## src/rtl/lifo_arb_pkg.sv

```systemverilog
// lifo_arb_pkg: shared FSM encoding and request op codes for lifo_arbiter.
package lifo_arb_pkg;
  typedef enum logic [1:0] {RUN, FLUSH, SETTLE} arb_state_t;
  localparam logic OP_PUSH = 1'b0;
  localparam logic OP_POP = 1'b1;
endpackage

```

## src/rtl/rr_arbiter.sv

```systemverilog
// rr_arbiter: combinational round-robin pick, first requester at or after ptr wins.
module rr_arbiter #(
  parameter int N = 4,
  localparam int IDW = $clog2(N)
) (
  input  logic [N-1:0]   req,
  input  logic [IDW-1:0] ptr,
  output logic [N-1:0]   grant,
  output logic [IDW-1:0] idx,
  output logic           any
);
  logic [IDW-1:0] c;
  always_comb begin
    grant = '0;
    idx = '0;
    any = 1'b0;
    c = '0;
    for (int i = 0; i < N; i++) begin
      c = IDW'((int'(ptr) + i) % N);
      if (!any && req[c]) begin
        any = 1'b1;
        grant[c] = 1'b1;
        idx = c;
      end
    end
  end
endmodule

```

## src/rtl/lifo_arbiter.sv

```systemverilog
// lifo_arbiter: round-robin sharing of one lifo between N_CLIENTS push/pop requesters.
// Optional statistics ports are enabled by defining LIFO_ARB_STATS_EN.
module lifo_arbiter
  import lifo_arb_pkg::*;
#(
  parameter int N_CLIENTS = 4,
  parameter int DWIDTH = 8,
  localparam int IDW = $clog2(N_CLIENTS)
) (
  input  logic                        clk_i,
  input  logic                        arst_n_i,
  input  logic                        arb_en_i,
  input  logic                        flush_i,
  input  logic [N_CLIENTS-1:0]        req_valid_i,
  input  logic [N_CLIENTS-1:0]        req_op_i,
  input  logic [N_CLIENTS*DWIDTH-1:0] req_data_i,
  output logic [N_CLIENTS-1:0]        req_ready_o,
  output logic                        rsp_valid_o,
  output logic [IDW-1:0]              rsp_id_o,
  output logic [DWIDTH-1:0]           rsp_data_o,
  output logic                        busy_o,
  output logic                        lifo_srst_o,
  output logic                        lifo_wrreq_o,
  output logic                        lifo_rdreq_o,
  output logic [DWIDTH-1:0]           lifo_data_o,
  input  logic [DWIDTH-1:0]           lifo_q_i,
  input  logic                        lifo_empty_i,
  input  logic                        lifo_full_i
`ifdef LIFO_ARB_STATS_EN
  ,
  output logic [15:0]                 stat_push_cnt_o,
  output logic [15:0]                 stat_pop_cnt_o,
  output logic                        stat_block_o
`endif
);
  arb_state_t state;
  logic [IDW-1:0] rr_ptr, gidx;
  logic [N_CLIENTS-1:0] elig, grant;
  logic any, push, pop, open;
  assign elig = req_valid_i & ((req_op_i & {N_CLIENTS{!lifo_empty_i}}) |
                               (~req_op_i & {N_CLIENTS{!lifo_full_i}}));
  // arst_n_i gates grants so no lifo strobe escapes while reset is held
  assign open = state == RUN && arb_en_i && arst_n_i;
  rr_arbiter #(.N(N_CLIENTS)) u_rr (
    .req  (elig & {N_CLIENTS{open}}),
    .ptr  (rr_ptr),
    .grant(grant),
    .idx  (gidx),
    .any  (any)
  );
  assign req_ready_o = grant;
  assign push = any && req_op_i[gidx] == OP_PUSH;
  assign pop = any && req_op_i[gidx] == OP_POP;
  assign lifo_wrreq_o = push;
  assign lifo_rdreq_o = pop;
  assign lifo_data_o = push ? req_data_i[int'(gidx)*DWIDTH +: DWIDTH] : '0;
  assign rsp_data_o = lifo_q_i;
  always_ff @(posedge clk_i or negedge arst_n_i) begin
    if (!arst_n_i) begin
      state <= RUN;
      rr_ptr <= '0;
      rsp_valid_o <= 1'b0;
      rsp_id_o <= '0;
      busy_o <= 1'b0;
      lifo_srst_o <= 1'b0;
    end else begin
      rsp_valid_o <= pop;
      if (pop) rsp_id_o <= gidx;
      if (any) rr_ptr <= gidx == IDW'(N_CLIENTS - 1) ? '0 : gidx + 1'b1;
      case (state)
        RUN: if (flush_i) begin
          state <= FLUSH;
          busy_o <= 1'b1;
          lifo_srst_o <= 1'b1;
        end
        FLUSH: begin
          state <= SETTLE;
          lifo_srst_o <= 1'b0;
        end
        default: begin
          state <= RUN;
          busy_o <= 1'b0;
        end
      endcase
    end
  end
`ifdef LIFO_ARB_STATS_EN
  always_ff @(posedge clk_i or negedge arst_n_i) begin
    if (!arst_n_i) begin
      stat_push_cnt_o <= '0;
      stat_pop_cnt_o <= '0;
      stat_block_o <= 1'b0;
    end else begin
      stat_push_cnt_o <= state == FLUSH ? '0 :
                         (push && stat_push_cnt_o != '1) ? stat_push_cnt_o + 1'b1 : stat_push_cnt_o;
      stat_pop_cnt_o <= state == FLUSH ? '0 :
                        (pop && stat_pop_cnt_o != '1) ? stat_pop_cnt_o + 1'b1 : stat_pop_cnt_o;
      stat_block_o <= |(req_valid_i & ~elig);
    end
  end
`else
`endif
endmodule

```

## config.mk

```make
export PLATFORM = sky130hd
export DESIGN_NAME = lifo_arbiter
export DESIGN_NICKNAME = d
export VERILOG_FILES = /design/src/rtl/lifo_arb_pkg.sv /design/src/rtl/rr_arbiter.sv /design/src/rtl/lifo_arbiter.sv
export SDC_FILE = /design/constraint.sdc
export NUM_CORES = 1
export LEC_CHECK = 0
export ABC_AREA = 0
export ABC_CLOCK_PERIOD_IN_PS = 3650
export CAP_MARGIN = 10
export CORE_ASPECT_RATIO = 0.8
export CORE_MARGIN = 3
export CORE_UTILIZATION = 38
export CTS_BUF_LIST = sky130_fd_sc_hd__clkbuf_16
export CTS_CLUSTER_DIAMETER = 150
export DETAILED_ROUTE_END_ITERATION = 12
export PLACE_DENSITY = 0.84
export SYNTH_ARGS = -nofsm -noshare
export SYNTH_HDL_FRONTEND = slang
export SYNTH_SLANG_ARGS = --single-unit
```

## constraint.sdc

```tcl
create_clock -name clk_i -period 3.65 [get_ports clk_i]
set_input_delay 0.5475 -clock clk_i [delete_from_list [all_inputs] [get_ports clk_i]]
set_output_delay 0.5475 -clock clk_i [all_outputs]
set_load 0.01 [all_outputs]
```

==> results of run 1 <==
worst min-delay path by stage:
| stage | startpoint | to | slack, ns | cells past startpoint |
|---|---|---|---|---|
| final | arst_n_i | rsp_id_o[0]$_DFFE_PN0P_ | 0.49 | 3 |
| after global routing | arst_n_i | rsp_valid_o$_DFF_PN0_ | 0.49 | 3 |
| after CTS | arst_n_i | rsp_valid_o$_DFF_PN0_ | 0.48 | 3 |
| after detailed placement | busy_o$_DFFE_PN0P_ | busy_o$_DFFE_PN0P_ | 0.47 | 1 |
| after global placement | busy_o$_DFFE_PN0P_ | busy_o$_DFFE_PN0P_ | 0.47 | 1 |
| after floorplan | arst_n_i | busy_o$_DFFE_PN0P_ | 0.25 | 0 |
state kept, by name (all words and copies together), names as in the netlist:
register     cells
rr_ptr           2
rsp_id_o         2
state            2
busy_o           1
lifo_srst_o      1
rsp_valid_o      1
area by class of cell:
class / count / area [um^2] / share of cell area, %
Timing Repair Buffer: 110 / 972 / 39.2
Sequential cell: 9 / 225 / 9.08
Clock buffer: 3 / 75.1 / 3.03
Inverter: 10 / 37.5 / 1.51
Tap cell: 40 / 50.0 / 2.02
Clock inverter: 1 / 5.00 / 0.202
Multi-Input combinational cell: 112 / 1110 / 45.0
per-stage QoR:
stage	setup slack (ns)	power, mW	hold slack (ns)	area [um^2]
3_5_place_dp	-0.698	0.902	0.475	2260
6_report	0.0481	1.25	0.488	2480
2_1_floorplan	0.216	0.574	0.252	1370
3_3_place_gp	-0.486	0.860	0.471	2260
4_1_cts	0.000260	1.14	0.484	2400
5_1_grt	-0.0228	1.30	0.492	2480
kinds of logic (layout without fill, tap and decap cells):
logic type	Yosys count	after routing	share of synthesized area, %
compound gates	44	44	33.8
buf+inv	25	124	10.4
simple gates	38	38	14.3
flops	9	9	16.5
mux	25	25	20.5
fa+ha+maj	5	5	4.57
power by group through the flow:
| stage | Sequential, mW | Clock, mW | Combinational [mW] |
|---|---|---|---|
| detailed placement | 0.148 | 0 | 0.755 |
| global placement | 0.145 | 0 | 0.715 |
| CTS | 0.147 | 0.198 | 0.798 |
| floorplan | 0.164 | 0 | 0.410 |
| finish | 0.148 | 0.194 | 0.903 |
| global route | 0.151 | 0.204 | 0.950 |
what timing repair did:
action,CTS,global route
setup endpoints to repair,14,10
gates resized for setup,57,19
gates cloned,0,1
hold buffers,0,0
pin swaps,6,5
buffers inserted,3,6
critical path: cells and delay by family:
family	cells	cell delay (ns)
AO/OA/AOI/OAI	4	0.76
buffers and inverters	4	0.69
multiplexers	2	0.66
AND/OR/NAND/NOR	1	0.39
placed cells by master, fill, tap and decap left out, types with 2 or more instances in the layout:
master           netlist  layout
nor2b_1                4       3
nand3_1                3       3
clkbuf_16              0       4
buf_6                  1       4
mux2_2                10       9
dlymetal6s2s_1         0       2
buf_2                  3       8
a22oi_1               10      10
ha_1                   5       5
a2111oi_4              1       4
o32a_4                 2       2
a21oi_2                1       2
buf_4                 10      40
clkdlybuf4s50_1        0      43
mux2i_2                0       2
a2111oi_2              7       4
a211o_1                2       2
nor2_1                13      12
mux2_4                 1       2
inv_1                 10       9
mux2i_1               13      11
o32ai_1                2       2
nand2b_1               3       2
dfrtp_1                9       9
dlygate4sd2_1          0       7
nand2_1                9       9
clkbuf_2               0       3
routing by layer:
metal / part of all wire, % / vias up
met5: 0 / -
met4: 5.2 / 0
met3: 4.2 / 23
met2: 52 / 71
met1: 38 / 803
li1: - / 756
==> results.toml, run 1 <==
[status]
outcome = "finished clean"

[logic_synthesis]
synth-edff-count = 0
postSynthRegisterBits = 9
synth_top_area_share_pct = 16.5
seq_area_frac_synth_pct = 16.5
async_reset_ff_share_pct = 100
post_synth_most_frequent_cells = "13 x mux2i_1, 13 x nor2_1"
yosysWarningCount = 0
synth.lib_cells_used.distinct = 45
synth.net_count = 205
post_synth_top_flop = "dfrtp_1"
synthesized_area_um2 = 1370
synthDominantAreaCellType = "dfrtp_1"
post_synth_inst_count = 146
syn-mean-instance-area_um2 = 9.38
synth_area_leaders = "dfrtp_1 16%, mux2i_1 9.5%, mux2_2 8.2%, a2111oi_2 7.7%, a22oi_1 5.5%"

[sta]
max_slew_violation_total_from_the_final_report = 0
timing.final.crit_share_pct = 98.7
worstMarginPinSlew_ns = 0.506
relSlewSlack_pct = 66.3
setup_viol = 0
finalCriticalPeriod_ns = 3.60
max_freq_mhz = 278
setup_repair_after_global_routing_missed_its_margin = "yes"
final.setup_skew_ns = 0.00380
timing.setup.tns_ns = 0
number_of_hold_slack_violations_in_the_final_timing_report = 0

[grt]
grt_first_pass_wirelength_um = 8030
grt_max_degree = 19
globalRoute.totalOverflow = 0
grt_pass1_vias = 1667
grt_antenna_before_repair = 0
grt_usage_pct = 23.6
grtUsageMet2_pct = 42.8
globalRouteMet3Util_pct = 2.35
grt_busiest_layer = "met2"
use_met1_pct = 28.5

[drt]
wire_per_inst_um = 19.1
remaining_drc_errors = 0
detail-route-antenna-nets = 0
wl_um = 5460
drt_first_pass_iters = 4
via_per_inst = 5.80
vias = 1653
detailedRoute.firstIterationViolations = 82

[setup_path]
timing.critical_path.slowest_stage_cell = "or3_4"
worstReg2RegEnd = "rr_ptr[1]$_DFFE_PN0P_"
timing.critical_path.slowest_cell_delay_ns = 0.39
timing.critical_path.arrival_ns = 3.05
worstSetupEndpointType = "primary output"
crit_type = "in2out"
cp-endpoint = "lifo_data_o[2]"
critical_path.startpoint_type = "input pin"
reg2reg_from = "rr_ptr[1]$_DFFE_PN0P_"
critical_path.max_fanout = 4
critical_path_required_ns = 3.10
crit_path_frequent_cell = "o32a_4"
crit_path_start = "req_op_i[2]"
reg2reg_slack_ns = 0.69
crit_path_cells = "dlygate4sd2_1, mux2_4, o32a_4, or3_4, a21oi_4, o32a_4, mux2i_4, buf_6, buf_4, a2111oi_2, buf_2"
worstRegToRegCells = 13

[power]
clockPowerShare_pct = 15.6
internal_power_uw = 732
power.density_cell_area_nw_per_um2 = 502
power.share.combinational_pct = 72.5
switching_share_pct = 41.2
switchingPower_uw = 513
ir_drop_uv = 411
static-leakage-power_nw = 1.15
p_seq_share_pct = 11.9

[cts]
root_buffer = "clkbuf_16"
insertion_delay_ns = 0.23
deepest_clock_path_buffer_count = 2
cts_tree = "built"
htree_levels = 1
cts.clk_slew.worst_paths_ns = 0.04
cts-buffers-inserted = 3
cts.sink_count = 9

[finish]
area.growth.synth_to_final_pct = 81.2
fin_util_pct = 75.9
final_cell_count_no_fill = 285
n_diodes = 0
num-fill-cells = 207
layout-drive-gt1-share_pct = 41.2
final_nets = 305

[floorplanning]
placement_rows = 18
total_die_area_um2 = 4360
die_width_um = 73.1
initial_util_pct = 41.9
dieHeight_um = 59.7
area_of_the_core_region_um2 = 3270
design.portCount = 81

[place]
port-buffer-count = 64
detailed_place_hpwl_um = 3950
routabilityCongestion = 0.801
placed_cells_incl_taps = 272

[min_path]
worst_hold_path_type = "in2async"

[job]
maxCapViolations = 0
(Power assumes the default switching activity.)
==> run 2, diff against run 1 <==
ABC_CLOCK_PERIOD_IN_PS = 4100   (was 3650)
CTS_BUF_LIST = default   (was sky130_fd_sc_hd__clkbuf_16)
clock period = 4.1 ns   (was 3.65 ns; I/O delays follow)
==> run 2 against run 1 <==
Sequential cell count unchanged. Largest cell class unchanged. Combinational power decreased by 27%. Critical path depth decreased by 1. Global-route usage decreased by 3.2 points.
==> results.toml, run 2 (same netlist as run 1, synthesis figures left out) <==
[drt]
wl_um = 4560
remaining_drc_errors = 0
wire_per_inst_um = 16.9
via_per_inst = 5.43
detailedRoute.firstIterationViolations = 71
detail-route-antenna-nets = 0
drt_first_pass_iters = 4
vias = 1466

[finish]
final_nets = 290
area.growth.synth_to_final_pct = 63.9
registers_with_the_most_flip_flops = "rr_ptr (2), rsp_id_o (2), state (2)"
layout-drive-gt1-share_pct = 29.1
n_diodes = 0
final_common_cell = "clkdlybuf4s50_1"
mostFrequentLayoutCells = "54 x clkdlybuf4s50_1, 29 x buf_4, 13 x mux2i_1, 13 x nor2_1"

[setup_path]
critical_path_required_ns = 3.48
critical_path.startpoint_type = "input pin"
timing.critical_path.arrival_ns = 3.42
crit_type = "in2out"
reg2reg_from = "rr_ptr[1]$_DFFE_PN0P_"
worstRegToRegCells = 11
reg2reg_slack_ns = 1.36
cp-endpoint = "lifo_data_o[5]"
critical_path.max_fanout = 16
crit_path_start = "req_op_i[2]"
worstSetupEndpointType = "primary output"
worstReg2RegEnd = "rr_ptr[1]$_DFFE_PN0P_"

[place]
detailed_place_hpwl_um = 3680
port-buffer-count = 64
routabilityCongestion = 0.873
preCtsSetupSlack_ns = -0.249

[floorplanning]
initial_util_pct = 41.9
design.portCount = 81
total_die_area_um2 = 4360
placement_rows = 18
die_width_um = 73.1
area_of_the_core_region_um2 = 3270
dieHeight_um = 59.7

[grt]
grt_max_degree = 19
globalRoute.totalOverflow = 0
grt_first_pass_wirelength_um = 7010
grt_antenna_before_repair = 0
grt_usage_pct = 20.4
grt_pass1_vias = 1515

[sta]
finalCriticalPeriod_ns = 4.04
worstMarginPinSlew_ns = 0.459
setup_repair_after_global_routing_missed_its_margin = "no"
max_freq_mhz = 248
relSlewSlack_pct = 69.4
max_slew_violation_total_from_the_final_report = 0
final.setup_skew_ns = 0.00278
setup_viol = 0
fin_ws_ns = 0.0631
timing.final.crit_share_pct = 98.5
number_of_hold_slack_violations_in_the_final_timing_report = 0

[cts]
cts.clk_slew.worst_paths_ns = 0.04
cts.sink_count = 9
cts_tree = "built"
deepest_clock_path_buffer_count = 2
cts_setup_buffers = 0
root_buffer = "clkbuf_8"
cts.hold.buffers_added = 0
htree_levels = 1
insertion_delay_ns = 0.23
cts-buffers-inserted = 3

[power]
internal_power_uw = 509
power.share.combinational_pct = 74.0
switching_share_pct = 42.8
p_total_uw = 889
p_seq_share_pct = 14.7
switchingPower_uw = 380
clockPowerShare_pct = 11.4
power.density_cell_area_nw_per_um2 = 396
ir_drop_uv = 316
static-leakage-power_nw = 1.01

[job]
maxCapViolations = 0

[min_path]
hold_path_startpoint = "lifo_srst_o$_DFFE_PN0P_"
worst_hold_path_type = "reg2reg"

[status]
outcome = "finished clean"
==> run 2: metal layers <==
metal	global-route usage (%)	vias to the layer above	wire, um	share of wire [%]
met5	0	-	0	0
met4	5.53	0	55	1.2
met3	1.51	6	159	3.5
met2	36.9	39	2430	53
met1	26.0	695	1910	42
li1	-	726	-	-
==> run 2: worst max-delay path: stages <==
cell             delay (ns)
clkdlybuf4s50_1        0.51
mux2_4                 0.33
o32a_4                 0.34
or3_4                  0.39
a21oi_4                0.17
o32a_4                 0.23
buf_12                 0.15
nor2_1                 0.06
a2111oi_2              0.32
dlygate4sd2_1          0.31
==> run 2: power by group through the flow <==
stage,clock network [mW],logic [mW],registers [mW]
floorplan,0,0.365,0.146
global placement,0,0.629,0.129
detailed placement,0,0.655,0.130
CTS,0.104,0.652,0.130
global route,0.114,0.704,0.133
finish,0.101,0.658,0.130
==> run 2: worst min-delay path by stage <==
stage | to | slack, ns | cells after the start
finish | lifo_srst_o$_DFFE_PN0P_ | 0.50 | 2
global route | busy_o$_DFFE_PN0P_ | 0.54 | 1
CTS | lifo_srst_o$_DFFE_PN0P_ | 0.52 | 2
detailed placement | lifo_srst_o$_DFFE_PN0P_ | 0.50 | 2
global placement | busy_o$_DFFE_PN0P_ | 0.47 | 1
floorplan | busy_o$_DFFE_PN0P_ | 0.32 | 0
==> run 2: stage by stage <==
| stage | TNS [ns] | hold WS (ns) | utilization (%) | cells | area, um^2 |
|---|---|---|---|---|---|
| 2_1_floorplan | 0 | 0.319 | - | 146 | 1370 |
| 3_3_place_gp | -1.86 | 0.471 | 67.9 | 266 | 2220 |
| 3_5_place_dp | -2.06 | 0.500 | 67.9 | 266 | 2220 |
| 4_1_cts | 0 | 0.517 | 68.9 | 270 | 2250 |
| 5_1_grt | 0 | 0.544 | 68.7 | 270 | 2240 |
| 6_report | 0 | 0.504 | 68.7 | 270 | 2240 |
==> run 2: final cells by class <==
cell class	instances	area (um^2)
Clock buffer	4	45.0
Fill cell	247	1020
Inverter	10	37.5
Multi-Input combinational cell	112	1020
Sequential cell	9	225
Tap cell	40	50.0
Timing Repair Buffer	95	863
==> run 2: timing repair <==
item / in CTS / in global routing
gates resized for setup: 10 / 12
cloned: 0 / 0
endpoints found under the hold margin: 0 / 0
endpoints found under the setup margin: 10 / 8
==> run 3, diff against run 2 <==
CTS_CLUSTER_SIZE = 28   (was default)
==> results of run 3 <==
Same layout as run 2: the final DEF is identical, and so are final timing and power.
